===== config.mk =====
export PLATFORM = sky130hd
export DESIGN_NAME = uart_tx_flat
export DESIGN_NICKNAME = d
export VERILOG_FILES = /design/src/rtl/uart_pkg.sv /design/src/rtl/uart_tx_if.sv /design/src/rtl/uart_tx.sv /design/src/flat_wrapper.sv
export SDC_FILE = /design/constraint.sdc
export NUM_CORES = 1
export LEC_CHECK = 0
export BUFFER_PORTS_ARGS = -buffer_cell sky130_fd_sc_hd__buf_2
export CELL_PAD_IN_SITES_DETAIL_PLACEMENT = 2
export CELL_PAD_IN_SITES_GLOBAL_PLACEMENT = 2
export CORE_AREA = 2 2 50 99
export DETAILED_ROUTE_END_ITERATION = 8
export DIE_AREA = 0 0 52 101
export PLACE_DENSITY = 0.74
export SYNTH_ARGS = -nofsm -noshare
export SYNTH_HDL_FRONTEND = slang
export SYNTH_SLANG_ARGS = --single-unit

===== constraint.sdc =====
create_clock -name clk -period 1.65 [get_ports clk]
set_input_delay 0.0825 -clock clk [delete_from_list [all_inputs] [get_ports clk]]
set_output_delay 0.0825 -clock clk [all_outputs]
set_load 0.01 [all_outputs]

===== src/rtl/uart_pkg.sv =====
// Shared UART definitions: FSM state encoding, oversampling ratio and
// frame-format defaults used by both the transmitter and the receiver.
package uart_pkg;

    // Baud-rate oversampling: s_tick pulses per bit time.
    localparam int OVERSAMPLE = 16;

    // Default frame format: 8 data bits, 1 stop bit (16 ticks).
    localparam int DEF_DBIT    = 8;
    localparam int DEF_SB_TICK = 16;

    // FSM encodings, kept as plain constants so the receiver can reuse them.
    localparam logic [1:0] ST_IDLE  = 2'b00;
    localparam logic [1:0] ST_START = 2'b01;
    localparam logic [1:0] ST_DATA  = 2'b10;
    localparam logic [1:0] ST_STOP  = 2'b11;

    typedef enum logic [1:0] {
        IDLE  = ST_IDLE,
        START = ST_START,
        DATA  = ST_DATA,
        STOP  = ST_STOP
    } state_t;

    // Terminal value of the 5-bit tick counter for an interval of `ticks`.
    function automatic logic [4:0] last_tick(input int ticks);
        return 5'(ticks - 1);
    endfunction

endpackage


===== src/rtl/uart_tx_if.sv =====
// Byte handshake between a data source and the UART transmitter.
// The source presents din with tx_valid; the transmitter accepts on any
// clock edge where tx_valid and tx_ready are both high.
interface uart_tx_if;

    logic       tx_valid;
    logic [7:0] din;
    logic       tx_ready;

    modport master (
        output tx_valid,
        output din,
        input  tx_ready
    );

    modport slave (
        input  tx_valid,
        input  din,
        output tx_ready
    );

endinterface


===== src/rtl/uart_tx.sv =====
// UART transmitter: LSB-first serialiser timed by a shared baud x16 tick.
// A one-entry holding register decouples the byte source from the frame
// in flight so consecutive frames follow each other with no idle gap.
module uart_tx
    import uart_pkg::*;
#(
    parameter int DBIT    = DEF_DBIT,     // data bits per frame, 5..8
    parameter int SB_TICK = DEF_SB_TICK   // stop-bit length in s_tick pulses
) (
    input  logic     clk,
    input  logic     reset,
    input  logic     s_tick,
    uart_tx_if.slave host,
    output logic     tx_done_tick,
    output logic     tx_busy,
    output logic     tx
);

    // ------------------------------------------------------------------
    // Elaboration-time parameter sanity
    // ------------------------------------------------------------------
    if (DBIT < 5 || DBIT > 8) begin : g_bad_dbit
        $error("uart_tx: DBIT must be in 5..8");
    end
    if (SB_TICK < 1 || SB_TICK > 32) begin : g_bad_sb_tick
        $error("uart_tx: SB_TICK must be in 1..32");
    end

    localparam logic [4:0] BIT_LAST  = last_tick(OVERSAMPLE);
    localparam logic [4:0] STOP_LAST = last_tick(SB_TICK);
    localparam logic [2:0] N_LAST    = 3'(DBIT - 1);

    // ------------------------------------------------------------------
    // State
    // ------------------------------------------------------------------
    state_t     state_reg, state_next;
    logic [4:0] s_reg,     s_next;      // tick counter within a bit
    logic [2:0] n_reg,     n_next;      // data bit index
    logic [7:0] shift_reg, shift_next;  // bits still to be sent, LSB next
    logic       tx_reg,    tx_next;     // registered line value

    logic [7:0] hold_reg;               // queued byte
    logic       hold_full;              // queued byte present
    logic       accept;                 // handshake completes this edge
    logic       load;                   // FSM takes the queued byte this edge

    assign accept        = host.tx_valid && host.tx_ready;
    assign host.tx_ready = ~hold_full;

    // Holding register: fill on handshake, empty when the FSM loads it.
    // NOTE: the data register is reset along with its flag so an aborted
    // byte can never leak into a later frame.
    always_ff @(posedge clk or posedge reset) begin
        if (reset) begin
            hold_reg  <= '0;
            hold_full <= 1'b0;
        end else if (accept) begin
            hold_reg  <= host.din;
            hold_full <= 1'b1;
        end else if (load) begin
            hold_full <= 1'b0;
        end
    end

    // FSM and datapath registers; tx leaves the block only through tx_reg.
    // NOTE: non-blocking assignments here so every register samples the
    // values computed for this edge, independent of statement order.
    always_ff @(posedge clk or posedge reset) begin
        if (reset) begin
            state_reg <= IDLE;
            s_reg     <= '0;
            n_reg     <= '0;
            shift_reg <= '0;
            tx_reg    <= 1'b1;
        end else begin
            state_reg <= state_next;
            s_reg     <= s_next;
            n_reg     <= n_next;
            shift_reg <= shift_next;
            tx_reg    <= tx_next;
        end
    end

    // Next-state, datapath update and frame-done strobe.
    // NOTE: every signal gets a default first so no path leaves one
    // unassigned, which would otherwise infer a latch.
    always_comb begin
        state_next   = state_reg;
        s_next       = s_reg;
        n_next       = n_reg;
        shift_next   = shift_reg;
        tx_next      = tx_reg;
        load         = 1'b0;
        tx_done_tick = 1'b0;

        case (state_reg)
            IDLE: begin
                tx_next = 1'b1;
                if (hold_full) begin
                    load       = 1'b1;
                    shift_next = hold_reg;
                    s_next     = '0;
                    state_next = START;
                    tx_next    = 1'b0;
                end
            end

            START: begin
                if (s_tick) begin
                    if (s_reg == BIT_LAST) begin
                        s_next     = '0;
                        n_next     = '0;
                        state_next = DATA;
                        tx_next    = shift_reg[0];
                    end else begin
                        s_next = s_reg + 5'd1;
                    end
                end
            end

            DATA: begin
                if (s_tick) begin
                    if (s_reg == BIT_LAST) begin
                        s_next     = '0;
                        shift_next = shift_reg >> 1;
                        if (n_reg == N_LAST) begin
                            state_next = STOP;
                            tx_next    = 1'b1;
                        end else begin
                            n_next  = n_reg + 3'd1;
                            tx_next = shift_reg[1];
                        end
                    end else begin
                        s_next = s_reg + 5'd1;
                    end
                end
            end

            STOP: begin
                if (s_tick) begin
                    if (s_reg == STOP_LAST) begin
                        tx_done_tick = 1'b1;
                        s_next       = '0;
                        if (hold_full) begin
                            // Chain straight into the next start bit.
                            load       = 1'b1;
                            shift_next = hold_reg;
                            state_next = START;
                            tx_next    = 1'b0;
                        end else begin
                            state_next = IDLE;
                            tx_next    = 1'b1;
                        end
                    end else begin
                        s_next = s_reg + 5'd1;
                    end
                end
            end

            default: begin
                state_next = IDLE;
                tx_next    = 1'b1;
            end
        endcase
    end

    assign tx_busy = (state_reg != IDLE);
    assign tx      = tx_reg;

endmodule


===== src/flat_wrapper.sv =====
// flat-port wrapper written by rule: the top's interface ports become plain ports
module uart_tx_flat import uart_pkg::*;
#(
    parameter int DBIT    = DEF_DBIT,                                 
    parameter int SB_TICK = DEF_SB_TICK                                      
)
  (clk, reset, s_tick, tx_done_tick, tx_busy, tx, host_tx_valid, host_din, host_tx_ready);
  uart_tx_if host_i ();
  input  logic clk;
  input  logic reset;
  input  logic s_tick;
  output logic tx_done_tick;
  output logic tx_busy;
  output logic tx;
  input wire logic [$bits(host_i.tx_valid)-1:0] host_tx_valid;
  input wire logic [$bits(host_i.din)-1:0] host_din;
  output wire logic [$bits(host_i.tx_ready)-1:0] host_tx_ready;
  assign host_i.tx_valid = host_tx_valid;
  assign host_i.din = host_din;
  assign host_tx_ready = host_i.tx_ready;
  uart_tx #(.DBIT(DBIT), .SB_TICK(SB_TICK)) u_core (.clk(clk), .reset(reset), .s_tick(s_tick), .host(host_i), .tx_done_tick(tx_done_tick), .tx_busy(tx_busy), .tx(tx));
endmodule

# After elaboration in Yosys (flattened, before gate mapping)
# Cells that the tools add are included.
# totals
reg_bits	28
latchBits	0
ramBits	0
mem_bits_ro	0
inputBits	12
wordCells	81
n_memories	0
# classes
addsub	2
n_mul	0
n_div	0
magnitude_cmp	0
eq_ne	15
shifts	0
n_mux	44
bitwise	1
n_reduce_logical	12
# ops
op	n
2-to-1 mux 8 bit	5
one-hot mux 8 bit (3 select lines)	1
2-to-1 mux 1 bit	17
2-to-1 mux 2 bit	8
2-to-1 mux 3 bit	5
2-to-1 mux 5 bit	3
!= test 2 x 1 -> 1 bit, second input constant	6
AND reduction 6 bit	2
one-hot mux 5 bit (2 select lines)	1
!= test 2 bit, second input constant	4
one-hot mux 2 bit (4 select lines)	1
AND reduction 8 bit	1
one-hot mux 3 bit (2 select lines)	1
nonzero test 2 bit	3
adder 5 x 1 -> 5 bit, second input constant	1
equality test 5 x 4 -> 1 bit, second input constant	1
AND reduction 5 bit	1
equality test 2 bit, second input constant	2
one-hot mux 1 bit (4 select lines)	1
adder 3 x 1 -> 3 bit, second input constant	1
equality test 3 bit, second input constant	1
nonzero test 3 bit	1
OR reduction 3 bit	1
equality test 2 x 1 -> 1 bit, second input constant	1
5 further kinds	5

# Depth between registers and ports, before layout
# Gate-level depths: netlist of the first run.
# depth
depth_word	6
mapped_depth	8
depth_no_buf	6

# Worst setup path after synthesis of the first run
# No wires, ideal clock.
# synth_timing
path_kind	flip-flop to flip-flop
startpoint	register u_core.state_reg[0]
endpoint	register u_core.state_reg[1]
arrival_time_ns	1.549
path_slack_ns	-0.027
path_stages_with_launch	8
cell_sequence	dfrtp_1 inv_1 ha_1 buf_2 nor3_1 a21oi_1 nor2_1 mux2_1
# synth_between
elab_chain_len	3
elab_cells_between_ends	14
cone_classes	11 x eq/ne; 1 x mux; 2 x reduce/logical
# synth_lines
item	line	rtl
start: declaration	uart_tx.sv:36	state_t state_reg, state_next;
start signal: assignment	uart_tx.sv:76	state_reg <= state_next;
equality test 2 bit, or another cell as far along	uart_tx.sv:96	case (state_reg)
!= test 2 x 1 -> 1 bit (no line) / != test 2 bit (equally long branches)	--	
AND reduction 8 bit (no line)	--	
# Parallel ways exist; a longest one is shown, timed or not.
# A chain may end at the register's enable or synchronous reset.

# Worst setup path in the final report of the first run
# layout_timing
startpoint	register u_core.s_reg[0]
endpoint	output port tx_done_tick
# layout_between
elab_chain_len	4
# layout_lines
item	line	rtl
start: declaration	uart_tx.sv:37	logic [4:0] s_reg, s_next;
start signal: assignment	uart_tx.sv:77	s_reg <= s_next;
equality test 5 x 4 -> 1 bit	uart_tx.sv:141	if (s_reg == STOP_LAST) begin
2-to-1 mux 1 bit	uart_tx.sv:141	
2-to-1 mux 1 bit	uart_tx.sv:140	if (s_tick) begin
2-to-1 mux 1 bit	uart_tx.sv:96	
end: declaration	flat_wrapper.sv:12	output logic tx_done_tick;
# No other way between the ends.

==> results by group, run 1 <==
Global routing
  – Total routing usage reported by global routing: 16.9%
  – GR Overflow Total: 0
  – Global-route wire length before repair: 6.72 mm
  – Maximum number of pins on one net before global-route repair: 29
  – Number of global-route vias before repair: 1411
  – Number of antenna violations at the first check in global routing: 0

Layout
  – Seq. cell area: 703 µm²
  – Final layout net count: between 150 and 200
  – Count of non-filler cells in the finished layout: approximately 230
  – Ratio of cells with drive above 1 in the final layout: 42.6%
  – N_diodes: 0
  – Filler cells: ~480
  – Post-synthesis to final-layout area growth: 36.3%
  – Area taken by multi-input logic gates: 762 µm²

Worst setup path
  – Slowest stage delay, CP: 0.40 ns
  – Cell-by-cell listing of the critical path: ha_2 > and4b_2 > buf_6 > and3_4 > buf_6
  – Most used cell, CP: buf_6
  – Critical Path Fanout Max: 5
  – CP Launch Type: register
  – Data required time of the worst path: 1.57 ns
  – Category of the most critical setup path: reg2out
  – Critical path data arrival time: 1.56 ns
  – Critical path's slowest cell: dfrtp_1
  – Endpoint kind of the worst setup timing path: output pin

Placed design
  – Placed cell count: between 200 and 250
  – Setup Slack @ Placement: -0.0583 ns
  – Count of input and output buffers: 15
  – Last weighted congestion value of the routability-driven placer: between 0.7 and 0.8
  – Detailed Place HPWL: 2.66 mm

Status
  – Outcome: finished clean

Pwr
  – Design Power: 4.13 mW
  – Areal power density over the cells: between 2000 and 2500 nW/µm²
  – Worst VDD drop: roughly 740 µV
  – Leakage power: 0.905 nW

STA
  – Setup TNS: 0 ns
  – Peak Freq: 609 MHz
  – Least-Margin Pin Slew: 0.310 ns
  – Final setup margin: 0.00773 ns
  – Relative max-transition margin: 79.2%
  – Final hold violation count: 0
  – Post-Route Skew: 0.00541 ns
  – Final Critical Period: 1.64 ns
  – Crit share post-route: 99.5%
  – Final setup violation count: 0
  – Setup repair after global routing missed its margin: true
  – Final Max Tran Viols: 0

Yosys
  – Synth async-reset ratio: 100%
  – Number of nets in the synthesized netlist: ~160
  – Count of synthesis-stage warnings from yosys: 0
  – Post-synth cell types: 34
  – Area share of the largest cell type after synthesis: 46.8%
  – Top post-synthesis cells by area: dfrtp_1 (47%), ha_1 (7.8%), mux2_2 (6.2%), mux2i_1 (5.6%), o21ai_0 (5.2%)
  – #FFs+latches synth: 28
  – Most used DFF post-synth: dfrtp_1
  – Part of the Yosys area used for sequential elements: roughly half
  – Number of enable-type register cells in the synthesized netlist: 0
  – Cell Area, Synth: 1440 µm²
  – Largest area contributor in the synthesized netlist: dfrtp_1
  – Instance count of the mapped netlist: 137
  – Average cell area after synthesis: 10.5 µm²

Clock network
  – CTS tree: built
  – TritonCTS Buffers: 3
  – H-tree level count: 1
  – Maximum count of clock buffers along a single path: 2
  – Clock transition time at the flip-flop clock pins of the worst setup and hold paths: 0.10 ns
  – Clk Latency, worst-skew pair: 0.29 ns
  – Cell at the root of the clock tree: clkbuf_8
  – Count of clock tree sinks: 28

Floorplan
  – Die width: 52 µm
  – Initial cell density of the core: between 30% and 40%
  – Number of ports placed on the die boundary: 16
  – Floorplan Core Area: around 4500 µm²
  – Die ar.: 5250 µm²
  – DIE HEIGHT: 101 µm
  – Number of rows created at floorplan: 35

Job
  – Count of max-cap constraint violations: 0

Drt
  – Average wire per standard cell: 17.8 µm
  – Routed wire length: 4.10 mm
  – Number of DRC markers in iteration 0: 14
  – Post-DR vias/cell: roughly 5.2
  – Count of unresolved DRC violations after routing: 0
  – Routed via count: 1211
  – DRT Pass-1 Iters: 4
  – Antenna Violating Nets Remaining: 0

Min path
  – Type of the most critical hold path: in2reg
[synth_stat cells, drive strengths merged (2+ instances only)]
| master | number |
|---|---|
| a21oi | 2 |
| and3 | 3 |
| buf | 5 |
| dfrtp | 27 |
| ha | 9 |
| inv | 6 |
| mux2 | 9 |
| mux2i | 8 |
| nand2 | 19 |
| nand2b | 2 |
| nand3 | 5 |
| nor2 | 5 |
| nor4 | 2 |
| o211ai | 3 |
| o21ai | 16 |
| o311ai | 2 |
[per-layer routing]
metal / track usage [%] / vias up / routed length (µm)
met5: 0 / - / 0
met1: 18.8 / 627 / 1610
met4: 5.47 / 0 / 57
li1: - / 562 / -
met3: 2.08 / 5 / 93
met2: 31.8 / 17 / 2340
[cell families (layout without fill, tap and decap cells)]
kind of cell	after synthesis	count (layout)	share of synthesized area (%)
flops	28	28	48.7
mux	17	17	12.6
fa+ha+maj	9	9	7.81
compound gates	31	31	14.0
simple gates	40	40	13.0
buf+inv	12	51	3.99
[area by class of cell]
type	instances	area share, %
multi-input cells	97	38.7
flip-flops and latches	28	35.8
repair buffers	41	17.1
well taps	55	3.50
clock buffers	3	2.10
clock inverters	1	1.53
inverters	6	1.27
[worst paths after layout]
kind / cells past startpoint / from / slack, ns / end
worst max-delay path: 5 / u_core.s_reg[0] / 0.008 / tx_done_tick
worst min-delay path: 2 / host_din[4] / 0.02 / u_core.hold_reg[4]
worst max register to register: 7 / u_core.state_reg[0] / 0.03 / u_core.state_reg[0]
worst min register to register: 2 / u_core.tx / 0.49 / u_core.tx
max in group asynchronous: 4 / reset / 1.06 / u_core.tx
min in group asynchronous: 4 / reset / 0.36 / u_core.s_reg[4]
[worst max-delay path: cells and delay by family (launching register included)]
kind / cells / cell delay [ns]
fa+ha+maj: 1 / 0.19
simple gates: 2 / 0.44
flops: 1 / 0.40
buf+inv: 2 / 0.25
[report_power, final]
group | internal (mW) | leakage [nW] | switching, mW | total [mW]
clock network | 0.326 | 0.0357 | 0.236 | 0.562
logic | 1.22 | 0.534 | 1.10 | 2.32
registers | 1.01 | 0.335 | 0.241 | 1.25
[cell usage in the layout (no fill, tap or decap), types with 2 or more instances in the layout]
cell,count
clkbuf_8,3
nor2_1,4
buf_12,2
o311ai_1,2
o21ai_1,6
buf_6,3
o211ai_1,2
mux2i_1,7
nand2_1,19
o21ai_0,8
ha_2,6
buf_2,14
ha_1,2
nand3_1,5
inv_1,4
and3_1,2
mux2_2,8
o21ai_2,2
buf_4,19
a21oi_1,2
nor4_1,2
dfrtp_1,26
[metrics by stage]
stage / instance area [µm²] / hold WS [ns] / util (%)
6_report: 1970 / 0.0241 / 43.6
5_1_grt: 1970 / 0.0302 / 43.6
4_1_cts: 1850 / 0.0157 / 41.0
3_5_place_dp: 1720 / 0.136 / 38.1
3_3_place_gp: 1720 / 0.132 / 38.1
2_1_floorplan: 1450 / 0.147 / -
[timing repair]
item	in CTS	in global routing
cloned	0	1
hold buffers	1	0
pin swaps	2	4
setup endpoints to repair	15	13
resized for setup	11	24
setup buffers	4	2
hold endpoints to repair	27	0
Power figures use the tool's default switching activity.
==> inputs of run 2 (changes only) <==
--- a/config.mk
+++ b/config.mk
@@ -8,10 +8,11 @@
 export BUFFER_PORTS_ARGS = -buffer_cell sky130_fd_sc_hd__buf_2
 export CELL_PAD_IN_SITES_DETAIL_PLACEMENT = 2
 export CELL_PAD_IN_SITES_GLOBAL_PLACEMENT = 2
-export CORE_AREA = 2 2 50 99
+export CORE_AREA = 2 2 48 94
 export DETAILED_ROUTE_END_ITERATION = 8
-export DIE_AREA = 0 0 52 101
-export PLACE_DENSITY = 0.74
+export DIE_AREA = 0 0 50 96
+export PLACE_DENSITY_LB_ADDON = 0.15
+export SKIP_LAST_GASP = 1
 export SYNTH_ARGS = -nofsm -noshare
 export SYNTH_HDL_FRONTEND = slang
 export SYNTH_SLANG_ARGS = --single-unit
==> constraint.sdc (replaced) <==
create_clock -name clk -period 1.6 [get_ports clk]
set_input_delay 0.08 -clock clk [delete_from_list [all_inputs] [get_ports clk]]
set_output_delay 0.08 -clock clk [all_outputs]
set_load 0.01 [all_outputs]
==> results by group, run 2 (synthesis results as in run 1) <==
Global routing
  – GR Overflow Total: 0 (unchanged)
  – Maximum number of pins on one net before global-route repair: 29 (unchanged)
  – Number of antenna violations at the first check in global routing: 0 (unchanged)
  – Global-route wire length before repair: 8.00 mm (+19%)
  – Number of global-route vias before repair: 1487 (+5.4%)
  – Total routing usage reported by global routing: 23.3% (+6.4 points)

Worst setup path
  – Number of cells on the worst reg-to-reg path: 8 (+1)
  – Data required time of the worst path: 1.78 ns (+0.21 ns)
  – CP Launch Type: register
  – R2R setup slack: -0.15 ns (-0.18 ns)
  – Critical path data arrival time: 1.94 ns (+0.38 ns)
  – Endpoint kind of the worst setup timing path: register
  – Category of the most critical setup path: reg2reg
  – Reg-to-reg critical path endpoint: u_core.tx
  – Critical Path Fanout Max: 4 (-1)
  – Reg-to-reg startpoint: u_core.s_reg[0]

Drt
  – Antenna Violating Nets Remaining: 0 (unchanged)
  – DRT Pass-1 Iters: 4 (unchanged)
  – Routed via count: 1274 (+5.2%)
  – Average wire per standard cell: 23.2 µm (+30%)
  – Routed wire length: 5.68 mm (+38%)
  – Count of unresolved DRC violations after routing: 0 (unchanged)
  – Post-DR vias/cell: 5.20 (-0.81%)
  – Number of DRC markers in iteration 0: 10 (-4)

Pwr
  – Areal power density over the cells: 2280 nW/µm² (+8.8%)
  – Sw Share: 42.5% (+4.3 points)
  – Sequential cell fraction of total power: 26.5% (-3.8 points)
  – Worst VDD drop: 1490 µV (+100%)
  – Leakage power: 0.986 nW (+8.9%)
  – Share of power burned in the clock network: 9.4% (-4.2 points)
  – Internal: 2.80 mW (+9.7%)
  – Power dissipated by switching net loads: 2.07 mW (+31%)
  – Combinational cell fraction of total power: 64.1% (+8.0 points)

Clock network
  – Clk Latency, worst-skew pair: 0.28 ns (about the same)
  – H-tree level count: 1 (unchanged)
  – Maximum count of clock buffers along a single path: 2 (unchanged)
  – Clock transition time at the flip-flop clock pins of the worst setup and hold paths: 0.10 ns (about the same)
  – Count of clock tree sinks: 28 (unchanged)
  – TritonCTS Buffers: 3 (unchanged)
  – CTS tree: built
  – Cell at the root of the clock tree: clkbuf_8

STA
  – Least-Margin Pin Slew: 0.386 ns (+0.0760 ns)
  – Final setup margin: -0.153 ns (-0.161 ns)
  – Relative max-transition margin: 74.3% (-5.0 points)
  – Final hold violation count: 0 (unchanged)
  – Final Max Tran Viols: 0 (unchanged)
  – Final setup violation count: 15 (+15)
  – Setup repair after global routing missed its margin: true
  – Peak Freq: 570 MHz
  – Crit share post-route: 110%
  – Final Critical Period: 1.75 ns
  – Post-Route Skew: 0.00442 ns (-0.000990 ns)

Min path
  – Start point of the worst hold path: host_din[1]
  – Type of the most critical hold path: in2reg
  – Min-Delay Path Depth: 2 (unchanged)
  – Worst Hold End: u_core.hold_reg[1]

Layout
  – Most used cells in the layout excluding fill and tap cells: buf_4 (36), dfrtp_1 (26), nand2_1 (18)
  – Most frequent standard cell in the layout excluding fill and tap cells: buf_4
  – Post-synthesis to final-layout area growth: 47.9%
  – Ratio of cells with drive above 1 in the final layout: 50.8% (+8.2 points)
  – Final layout net count: 215 (+8.6%)
  – N_diodes: 0 (unchanged)
  – Filler cells: 407 (-14%)
  – Design Area, Final: 2130 µm² (+8.5%)
  – Layout Utilization: 52.2% (+8.6 points)

Placed design
  – Detailed Place HPWL: 3.16 mm (+19%)
  – Instance area at placement: 1740 µm² (+1.5%)
  – Count of input and output buffers: 15 (unchanged)
  – Last weighted congestion value of the routability-driven placer: 0.762 (+0.79%)

Status
  – Violations in the final reports: negative setup slack
  – Outcome: finished, violations left

Floorplan
  – Die width: 50 µm (-3.8%)
  – Die ar.: 4800 µm² (-8.6%)
  – Number of ports placed on the die boundary: 16 (unchanged)
  – Number of rows created at floorplan: 33 (-5.7%)
  – Initial cell density of the core: 35.3% (+3.3 points)
  – Floorplan Core Area: 4090 µm² (-9.4%)
  – DIE HEIGHT: 96 µm (-5.0%)

Job
  – Count of max-cap constraint violations: 0 (unchanged)
run 2: cell types whose count changed in the layout (fill, tap and decap cells not counted), moves of 2 or more:
cell | before | now
buf_12 | 2 | 0
buf_6 | 3 | 7
buf_4 | 19 | 36
o21ai_0 | 8 | 10
ha_4 | 1 | 4
ha_2 | 6 | 2
o21ai_1 | 6 | 4
run 2: stage by stage:
step	cells	power, mW	TNS [ns]	hold WS (ns)	setup WS (ns)
after floorplan	137	2.41	0	0.145	0.00440
after global placement	222	3.09	0	0.159	0.00281
after detailed placement	222	3.28	-0.193	0.208	-0.0645
after CTS	240	4.39	-0.126	0.0219	-0.0244
after global routing	245	5.13	-1.61	0.0218	-0.198
final	245	4.87	-0.819	0.0203	-0.153
run 2: cell type report:
class	instances	area [µm²]	area share (%)
clock buffers	4	55.1	2.58
inverters	6	27.5	1.29
multi-input cells	97	853	40.0
flip-flops and latches	28	703	33.0
well taps	52	65.1	3.05
repair buffers	58	429	20.1
run 2: critical path: stages (launching register included):
cell,delay [ns]
dfrtp_1,0.41
ha_2,0.19
and4b_2,0.26
buf_6,0.14
a21oi_4,0.20
buf_4,0.14
buf_4,0.10
nand2_1,0.07
o21ai_0,0.13
run 2: worst max-delay path by stage:
stage	slack (ns)	to	depth (start not counted)	startpoint
after floorplan	0.004	u_core.s_reg[3]	5	u_core.s_reg[0]
after global placement	0.003	u_core.state_reg[1]	6	u_core.state_reg[0]
after detailed placement	-0.06	u_core.state_reg[1]	6	u_core.state_reg[0]
after CTS	-0.02	tx_done_tick	5	u_core.s_reg[0]
after global routing	-0.20	u_core.tx	8	u_core.s_reg[1]
final	-0.15	u_core.tx	8	u_core.s_reg[0]
run 2: power groups by stage:
stage                     registers [mW]  clock network, mW  logic [mW]
final                               1.29              0.459        3.13
after global routing                1.32              0.495        3.31
after CTS                           1.26              0.467        2.67
after detailed placement            1.27                  0        2.02
after global placement              1.25                  0        1.84
after floorplan                     1.23                  0        1.18
run 2: repair_timing:
action	4_1_cts	5_1_grt
setup endpoints to repair	15	19
pin swaps	12	6
hold buffers	1	0
endpoints found under the hold margin	27	0
resized for setup	34	13
setup buffers	13	5
run 2: per-layer routing:
layer	global-route usage [%]	wire length, µm	vias up
li1	-	-	592
met5	0	0	-
met1	21.5	1930	650
met2	47.8	3470	18
met3	1.86	71	14
met4	12.3	206	0
==> inputs of run 3 (changes only) <==
--- a/config.mk
+++ b/config.mk
@@ -5,12 +5,12 @@
 export SDC_FILE = /design/constraint.sdc
 export NUM_CORES = 1
 export LEC_CHECK = 0
-export BUFFER_PORTS_ARGS = -buffer_cell sky130_fd_sc_hd__buf_2
 export CELL_PAD_IN_SITES_DETAIL_PLACEMENT = 2
 export CELL_PAD_IN_SITES_GLOBAL_PLACEMENT = 2
-export CORE_AREA = 2 2 48 94
+export CORE_AREA = 2 2 46 90
 export DETAILED_ROUTE_END_ITERATION = 8
-export DIE_AREA = 0 0 50 96
+export DIE_AREA = 0 0 48 92
+export DONT_BUFFER_PORTS = 1
 export PLACE_DENSITY_LB_ADDON = 0.15
 export SKIP_LAST_GASP = 1
 export SYNTH_ARGS = -nofsm -noshare
==> results by group, run 3 (synthesis results as in run 1) <==
Status
  – Outcome: finished, violations left
  – Violations in the final reports: negative setup slack

Clock network
  – Count of clock tree sinks: 28 (unchanged)
  – Maximum count of clock buffers along a single path: 2 (unchanged)
  – Cell at the root of the clock tree: clkbuf_8
  – Clk Latency, worst-skew pair: 0.28 ns (about the same)
  – H-tree level count: 1 (unchanged)
  – Clock transition time at the flip-flop clock pins of the worst setup and hold paths: 0.11 ns (about the same)
  – TritonCTS Buffers: 3 (unchanged)
  – CTS tree: built

STA
  – Final setup margin: -0.0697 ns (+0.0834 ns)
  – Least-Margin Pin Slew: 0.360 ns (-0.0267 ns)
  – Peak Freq: 599 MHz (+5.0%)
  – Worst hold-check slack: 0.0489 ns (+0.0286 ns)
  – Setup repair after global routing missed its margin: true
  – Post-Route Skew: 0.00916 ns (+0.00474 ns)
  – Relative max-transition margin: 76.0% (+1.8 points)
  – Final Max Tran Viols: 0 (unchanged)
  – Final setup violation count: 3 (-12)
  – Final hold violation count: 0 (unchanged)
  – Crit share post-route: 104% (-5.2 points)
  – Final Critical Period: 1.67 ns (-0.0834 ns)

Drt
  – Routed wire length: 5.17 mm (-8.9%)
  – Routed via count: 1265 (-0.71%)
  – Post-DR vias/cell: 5.55 (+6.7%)
  – Number of DRC markers in iteration 0: 10 (unchanged)
  – DRT Pass-1 Iters: 4 (unchanged)
  – Antenna Violating Nets Remaining: 0 (unchanged)
  – Count of unresolved DRC violations after routing: 0 (unchanged)
  – Average wire per standard cell: 22.7 µm (-2.1%)

Layout
  – Area taken by multi-input logic gates: 861 µm² (+0.88%)
  – Most used cells in the layout excluding fill and tap cells: buf_4 (30), dfrtp_1 (26), nand2_1 (18)
  – Filler cells: 378 (-7.1%)
  – Final layout net count: 199 (-7.4%)
  – N_diodes: 0 (unchanged)
  – Most frequent standard cell in the layout excluding fill and tap cells: buf_4
  – Ratio of cells with drive above 1 in the final layout: 40.1% (-11 points)
  – Post-synthesis to final-layout area growth: 43.4%
  – Count of non-filler cells in the finished layout: 228 (-6.9%)
  – Seq. cell area: 703 µm² (unchanged)

Global routing
  – GR Overflow Total: 0 (unchanged)
  – Total routing usage reported by global routing: 23.0% (-0.29 points)
  – Met2 usage in global routing: 40.0% (-7.8 points)
  – Most used routing layer: met2
  – Number of antenna violations at the first check in global routing: 0 (unchanged)
  – Maximum number of pins on one net before global-route repair: 29 (unchanged)
  – GR met3 Demand/Resource: 2.17% (+0.30 points)
  – Met1 GRT Util: 26.2% (+4.7 points)
  – Number of global-route vias before repair: 1361 (-8.5%)
  – Global-route wire length before repair: 7.07 mm (-12%)

Placed design
  – Detailed Place HPWL: 2.87 mm (-9.2%)
  – Count of input and output buffers: 0 (-15)
  – Last weighted congestion value of the routability-driven placer: 0.812 (+6.6%)
  – Setup Slack @ Placement: -0.201 ns (-0.136 ns)
  – Placed cell count: 202 (-9.0%)

Min path
  – Type of the most critical hold path: in2reg
  – Start point of the worst hold path: s_tick
  – Min-Delay Path Depth: 2 (unchanged)
  – Worst Hold End: u_core.n_reg[2]

Worst setup path
  – Category of the most critical setup path: reg2reg
  – Critical path data arrival time: 1.85 ns (-0.09 ns)
  – Critical Path Fanout Max: 7 (+3)
  – Reg-to-reg startpoint: u_core.state_reg[0]
  – Reg-to-reg critical path endpoint: u_core.state_reg[1]
  – CP Launch Type: register
  – Data required time of the worst path: 1.78 ns (about the same)
  – Endpoint kind of the worst setup timing path: register
  – Number of cells on the worst reg-to-reg path: 6 (-2)
  – R2R setup slack: -0.07 ns (+0.08 ns)

Floorplan
  – Floorplan Core Area: 3800 µm² (-6.9%)
  – Initial cell density of the core: 37.9% (+2.6 points)
  – Die ar.: 4420 µm² (-8.0%)
  – Number of rows created at floorplan: 32 (-3.0%)
  – DIE HEIGHT: 92 µm (-4.2%)
  – Die width: 48 µm (-4.0%)
  – Number of ports placed on the die boundary: 16 (unchanged)

Pwr
  – Design Power: 4.70 mW (-3.5%)
  – Areal power density over the cells: 2270 nW/µm² (-0.47%)
  – Worst VDD drop: 1080 µV (-27%)
  – Leakage power: 0.909 nW (-7.8%)

Job
  – Count of max-cap constraint violations: 0 (unchanged)
-- run 3: cell count changes in the layout (fill, tap and decap cells not counted), sizes merged --
cell         change
buf             -25
o211ai           +1
bufinv           +1
dlygate4sd3      +8
clkbuf           -1
-- run 3: what timing repair did --
action	CTS	global route
resized for setup	20	22
pin swaps	3	11
cloned	0	1
hold buffers	9	0
setup endpoints to repair	15	17
hold endpoints to repair	35	0
setup buffers	5	7
-- run 3: critical path, cell delays in order (launching register included) --
cell	delay [ns]
dfrtp_1	0.43
inv_4	0.14
ha_4	0.23
inv_1	0.08
o21ai_1	0.27
nor2_4	0.10
mux2_4	0.31
-- run 3: routing by layer --
metal  vias to the layer above  share of wire (%)
met4                         0                3.9
met2                        24                 61
li1                        569                  -
met5                         -                  0
met3                        15                1.3
met1                       657                 34
-- run 3: through the flow --
stage,instance area (µm²),TNS [ns],utilization (%)
after floorplan,1460,0,-
after global placement,1640,-0.862,43.0
after detailed placement,1640,-1.89,43.0
after CTS,1930,0,50.8
after global routing,2070,-0.626,54.4
final,2070,-0.113,54.4
-- run 3: area by class of cell --
type                       instances  share of cell area (%)
inverter                           6                    1.33
clock buffer                       3                    2.00
tap                               51                    3.09
sequential                        28                    34.0
timing repair buffer              41                    16.5
clock inverter                     1                    1.45
multi-input combinational         98                    41.6
-- run 3: how the worst max path moves through the flow --
stage	from	slack (ns)	end	cells past startpoint
6_report	u_core.state_reg[0]	-0.07	u_core.state_reg[1]	6
5_1_grt	u_core.state_reg[0]	-0.13	u_core.state_reg[1]	6
4_1_cts	u_core.state_reg[0]	0.002	u_core.state_reg[1]	6
3_5_place_dp	u_core.state_reg[0]	-0.20	u_core.shift_reg[0]	7
3_3_place_gp	u_core.state_reg[0]	-0.1	u_core.shift_reg[1]	7
2_1_floorplan	u_core.s_reg[0]	0.004	u_core.s_reg[3]	5
-- run 3: power by group --
group	internal (mW)	total [mW]	switching, mW	leakage (nW)
Sequential	1.04	1.30	0.256	0.335
Combinational	1.37	2.83	1.46	0.538
Clock	0.336	0.576	0.241	0.0357
Total	2.75	4.70	1.95	0.909
